$ cat config.mk
export PLATFORM = sky130hd
export DESIGN_NAME = pio_input_conditioner
export DESIGN_NICKNAME = d
export VERILOG_FILES = /design/src/rtl/pio_input_conditioner.sv
export SDC_FILE = /design/constraint.sdc
export NUM_CORES = 1
export LEC_CHECK = 0
export ABC_AREA = 1
export BUFFER_PORTS_ARGS = -buffer_cell sky130_fd_sc_hd__buf_2
export CAP_MARGIN = 30
export CORE_MARGIN = 5
export CORE_UTILIZATION = 50
export DETAILED_ROUTE_END_ITERATION = 7
export PLACE_DENSITY_LB_ADDON = 0.12
export SLEW_MARGIN = 5
export SYNTH_ARGS = -nofsm -noshare
export SYNTH_HDL_FRONTEND = slang
export SYNTH_SLANG_ARGS = --single-unit
$ cat constraint.sdc
create_clock -name clk -period 1.2 [get_ports clk]
set_input_delay 0 -clock clk [delete_from_list [all_inputs] [get_ports clk]]
set_output_delay 0 -clock clk [all_outputs]
set_load 0.02 [all_outputs]
$ cat src/rtl/pio_input_conditioner.sv
// Button/switch input PIO: 2-flop sync, per-bit debounce, edge capture, Avalon-MM slave, level irq.
// Pin to stable_out DEBOUNCE_CYCLES+2 cycles, edge +1 more; readdata latency 1, no backpressure.
module pio_input_conditioner #(
    parameter int WIDTH           = 8,
    parameter int DEBOUNCE_CYCLES = 500000,
    parameter int EDGE_MODE       = 0
) (
    input  logic             clk,
    input  logic             rstN,
    input  logic [WIDTH-1:0] pin_in,
    input  logic [1:0]       address,
    input  logic             read,
    input  logic             write,
    input  logic [31:0]      writedata,
    output logic [31:0]      readdata,
    output logic             irq,
    output logic [WIDTH-1:0] stable_out
);
    localparam int CW = $clog2(DEBOUNCE_CYCLES);
    localparam logic [CW-1:0] TERM = CW'(DEBOUNCE_CYCLES - 1);

    logic [WIDTH-1:0] sync1, sync2, stable, stable_d;
    logic [WIDTH-1:0] edge_cap, mask;
    logic [WIDTH-1:0] rise, fall, evt, clr, wdata;
    logic [31:0]      rd_mux;
    logic             unused_wdata;

    assign wdata        = writedata[WIDTH-1:0];
    assign unused_wdata = ^writedata;

    always_ff @(posedge clk or negedge rstN) begin
        if (!rstN) begin
            sync1 <= '0;
            sync2 <= '0;
        end else begin
            sync1 <= pin_in;
            sync2 <= sync1;
        end
    end

    // A change must persist DEBOUNCE_CYCLES consecutive cycles; any bounce back restarts the count.
    for (genvar i = 0; i < WIDTH; i++) begin : g_deb
        logic [CW-1:0] cnt;
        always_ff @(posedge clk or negedge rstN) begin
            if (!rstN) begin
                cnt       <= '0;
                stable[i] <= 1'b0;
            end else if (sync2[i] == stable[i]) begin
                cnt <= '0;
            end else if (cnt == TERM) begin
                cnt       <= '0;
                stable[i] <= sync2[i];
            end else begin
                cnt <= cnt + 1'b1;
            end
        end
    end

    assign rise = stable & ~stable_d;
    assign fall = ~stable & stable_d;
    assign evt  = (EDGE_MODE == 0) ? rise : (EDGE_MODE == 1) ? fall : (rise | fall);
    assign clr  = (write && address == 2'd1) ? wdata : '0;

    always_ff @(posedge clk or negedge rstN) begin
        if (!rstN) begin
            stable_d <= '0;
            edge_cap <= '0;
            mask     <= '0;
        end else begin
            stable_d <= stable;
            // A new edge in the same cycle as its clear survives.
            edge_cap <= (edge_cap & ~clr) | evt;
            if (write && address == 2'd2)
                mask <= wdata;
        end
    end

    always_comb begin
        rd_mux = '0;
        case (address)
            2'd0:    rd_mux[WIDTH-1:0] = stable;
            2'd1:    rd_mux[WIDTH-1:0] = edge_cap;
            2'd2:    rd_mux[WIDTH-1:0] = mask;
            default: rd_mux[WIDTH-1:0] = sync2;
        endcase
    end

    always_ff @(posedge clk or negedge rstN) begin
        if (!rstN)
            readdata <= '0;
        else if (read)
            readdata <= rd_mux;
    end

    assign irq        = |(edge_cap & mask);
    assign stable_out = stable;
endmodule

==> flow_summary.yaml <==
worst_hold_path:
  hp-start: "write"
  hold_depth: 3
  hp-class: "in -> reg"
  holdPathEnd: "mask[7]"
timing:
  clock.fmax_ghz: 0.616
  grt_setup_unrepaired: "true"
  report.final.slew_viol_count: 0
  setup_viol: 140
  fin_worst_skew_ns: 0.0101
  final_period_minus_worst_setup_slack_ns: 1.62
  hold_violations: 0
  timing_worst_slew_pin_value_ns: 0.708
  finalWorstSetupSlack_ns: -0.423
  rel_slew_slack_pct: 52.6
  layout_worst_path_cycle_share_pct: 135
cts:
  cts_made_buffers: 23
  htreeDepth: 1
  clk_pin_slew_ns: 0.06
  ctsRootBufferMaster: "sky130_fd_sc_hd__clkbuf_16"
  clock_path_buffers: 3
  tritoncts: "yes"
  clkSinkCount: 208
  insertion_delay_ns: 0.51
power:
  power.net_switching_mw: 3.88
  power_leakage_nw: 7.46
  p_sw_share_pct: 24.7
  intPower_mw: 11.8
  power_density_nw_per_um2: 912
  clock_power_share_pct: 44.0
  irDropWorstVdd_v: 0.00109
  share_seq_of_total_power_pct: 47.3
  pwr-share-comb_pct: 8.7
synthesis:
  post_synth_fa_ha_maj_area_fraction_pct: 0.890
  syn_area_um2: 11300
  post_synth_xor_area_fraction_pct: 6.77
  synth_warnings: 0
  count_of_mapped_cells_out_of_synthesis: 1468
  synthSimpleGateAreaFrac_pct: 33.8
  ys_seq_elements: 208
  synth_sequential_area_ratio_pct: 46.3
  synth.avg_cell_area_um2: 7.66
  synth_cell_types: 35
  ys_dominant_reg_cell: "sky130_fd_sc_hd__dfrtp_1"
  synth_top_family_by_area: "simple AND/OR/NAND/NOR gates"
  muxShareOfSynthArea_pct: 0
  synth_edf_count: 0
  fraction_of_the_mapped_netlist_area_in_compound_gates_pct: 4.72
  ys_async_sr_fraction_pct: 100
detailed_routing:
  antenna_violating_nets_post_route: 0
  via_total_after_detailed_routing: 10900
  detail_route.iter0.violations: 652
  drt-total-wl_um: 32300
  detail_route.wl_per_cell_um: 15.2
  drc: 0
  detailedRoute.firstPassIterationCount: 5
  detail_route.vias_per_cell: 5.11
finish:
  area_growth_pct: 53.0
  layout.cells.non_filler: 2129
  layout.nets: 1886
  utilization_pct: 78.4
  final_cell_mix: "sky130_fd_sc_hd__nor2_1, sky130_fd_sc_hd__nand2_1, sky130_fd_sc_hd__buf_4"
  most_common_cell_after_layout_fill_and_taps_aside: "sky130_fd_sc_hd__nor2_1"
  share_of_post_route_cells_with_drive_strength_above_1_pct: 45.0
worst_setup_path:
  master_of_the_slowest_instance_on_the_critical_path: "sky130_fd_sc_hd__dfrtp_1"
  critical_path_cell_count: 4
  worst_r2r_path_depth: 6
  worst_setup_path_end_kind: "primary output"
  crit_start_category: "flop"
  worst_path_dominant_cell_family: "flip-flops"
  critPathBufInv: 1
  reg2reg_slack_ns: -0.24
  cp_max_fo: 3
  r2r_end: "g_deb[4].cnt[3]"
  reg2reg_from: "g_deb[4].cnt[7]"
  timing.critical_path.slowest_cell_delay_ns: 0.41
  timing.critical_path.cells: "a22o_1, a21oi_2, nand4_1, buf_6"
  arr_time_crit_path_ns: 1.62
  required_ns: 1.20
  criticalPathCategory: "reg -> out"
placement:
  dp_worst_setup_slack_ns: -0.221
  port_buffers: 38
  detailedPlacementHpwl_um: 19800
  routabilityCongestion: 0.917
  place_inst: 1983
global_route:
  grt_use_total_pct: 22.7
  grt.overflow.total: 0
  initial_antenna_violation_count: 1
  grt_pass1_vias: 10500
  largest_net_degree_at_the_start_of_global_routing: 46
  grt_first_pass_wirelength_um: 49500
floorplan:
  die_area_um2: 25600
  floorplan.io_pins: 87
  initial_core_util_pct: 51.2
  die-width_um: 160
  core_area_um2: 22000
  rows: 54
  die_h_um: 160
run:
  max_cap_violations: 0
outcome:
  failed_checks: "negative setup slack"
  status: "complete, but fails checks"
==> metal layers <==
layer	share of wire, %	vias up	track usage (%)	wire, um
met5	0	-	0	0
met4	3.3	0	7.55	1070
met3	4.4	89	2.45	1420
met2	50	298	38.2	16200
met1	42	5206	30.9	13600
li1	-	5284	-	-
==> worst reg2reg max path, delay by kind of cell (launching register included) <==
kind             cells  cell delay (ns)
AND/OR/NAND/NOR      6             0.86
flip-flops           1             0.47
==> synthesized netlist by cell type, types with 10 or more instances <==
cell                      instances  share of area, %
sky130_fd_sc_hd__xnor2_1         10              0.78
sky130_fd_sc_hd__inv_1          147               4.9
sky130_fd_sc_hd__a21oi_1         22              0.98
sky130_fd_sc_hd__nor3_1          10              0.44
sky130_fd_sc_hd__nor2_2          27               1.5
sky130_fd_sc_hd__nand3_1        115               5.1
sky130_fd_sc_hd__nand2_1        290               9.7
sky130_fd_sc_hd__buf_4           24               1.6
sky130_fd_sc_hd__o21ai_1         38               1.7
sky130_fd_sc_hd__o21ai_0         11              0.49
sky130_fd_sc_hd__nand2_2         19               1.1
sky130_fd_sc_hd__nor2_1         363                12
sky130_fd_sc_hd__dfrtp_1        208                46
sky130_fd_sc_hd__inv_2           18              0.60
sky130_fd_sc_hd__xor2_1          64               5.0
sky130_fd_sc_hd__nand4_1         24               1.3
==> how the worst max path moves through the flow <==
stage               startpoint               end  slack [ns]
3_3_place_gp   g_deb[7].cnt[0]  g_deb[7].cnt[17]       -0.14
4_1_cts                mask[2]               irq       -0.44
2_1_floorplan  g_deb[2].cnt[0]  g_deb[2].cnt[12]       -0.05
3_5_place_dp   g_deb[4].cnt[1]  g_deb[4].cnt[17]       -0.22
6_report           edge_cap[3]               irq       -0.42
5_1_grt                mask[2]               irq       -0.46
==> per-stage QoR <==
| step | total power [mW] | cell area, um^2 | hold slack (ns) | TNS [ns] |
|---|---|---|---|---|
| floorplan | 8.00 | 11500 | -0.296 | -0.317 |
| global placement | 8.44 | 13400 | -0.0907 | -8.15 |
| detailed placement | 8.47 | 13400 | -0.0887 | -13.80 |
| CTS | 15.6 | 16000 | 0.00151 | -8.82 |
| global route | 16.3 | 17200 | 0.0392 | -23.54 |
| finish | 15.7 | 17200 | 0.0162 | -13.78 |
==> what timing repair did <==
item                                    4_1_cts  5_1_grt
buffers inserted                             51       38
cloned                                        0        1
pin swaps                                   120      143
hold endpoints to repair                    240        0
endpoints found under the setup margin      143      206
gates resized for setup                     309      276
hold buffers                                 19        0
==> cell type report <==
cell class	instances	area (um^2)
well taps	280	350
clock inverters	8	67.6
repair buffers	343	2890
multi-input cells	1085	7290
diodes	1	2.50
clock buffers	33	663
flip-flops and latches	208	5270
fillers	1413	4740
inverters	170	678
repair inverters	1	7.51
==> cell families after synthesis <==
logic type      count (synthesis)
simple gates                  879
flops                         208
buf+inv                       198
compound gates                 93
xor+xnor                       81
fa+ha+maj                       8
other cells                     1
==> power by group through the flow <==
stage               Combinational, mW  Sequential [mW]  Clock (mW)
CTS                              1.21             7.40        6.99
global route                     1.51             7.44        7.36
floorplan                       0.515             7.49           0
finish                           1.37             7.42        6.90
global placement                0.963             7.48           0
detailed placement              0.989             7.49           0
==> sequential cells by signal, summed over array words and instances (netlist names) <==
signal	count
g_deb.cnt	152
edge_cap	8
mask	8
readdata	8
stable_d	8
stable_out	8
sync1	8
sync2	8
No activity file was read; power rests on OpenSTA's default activity.
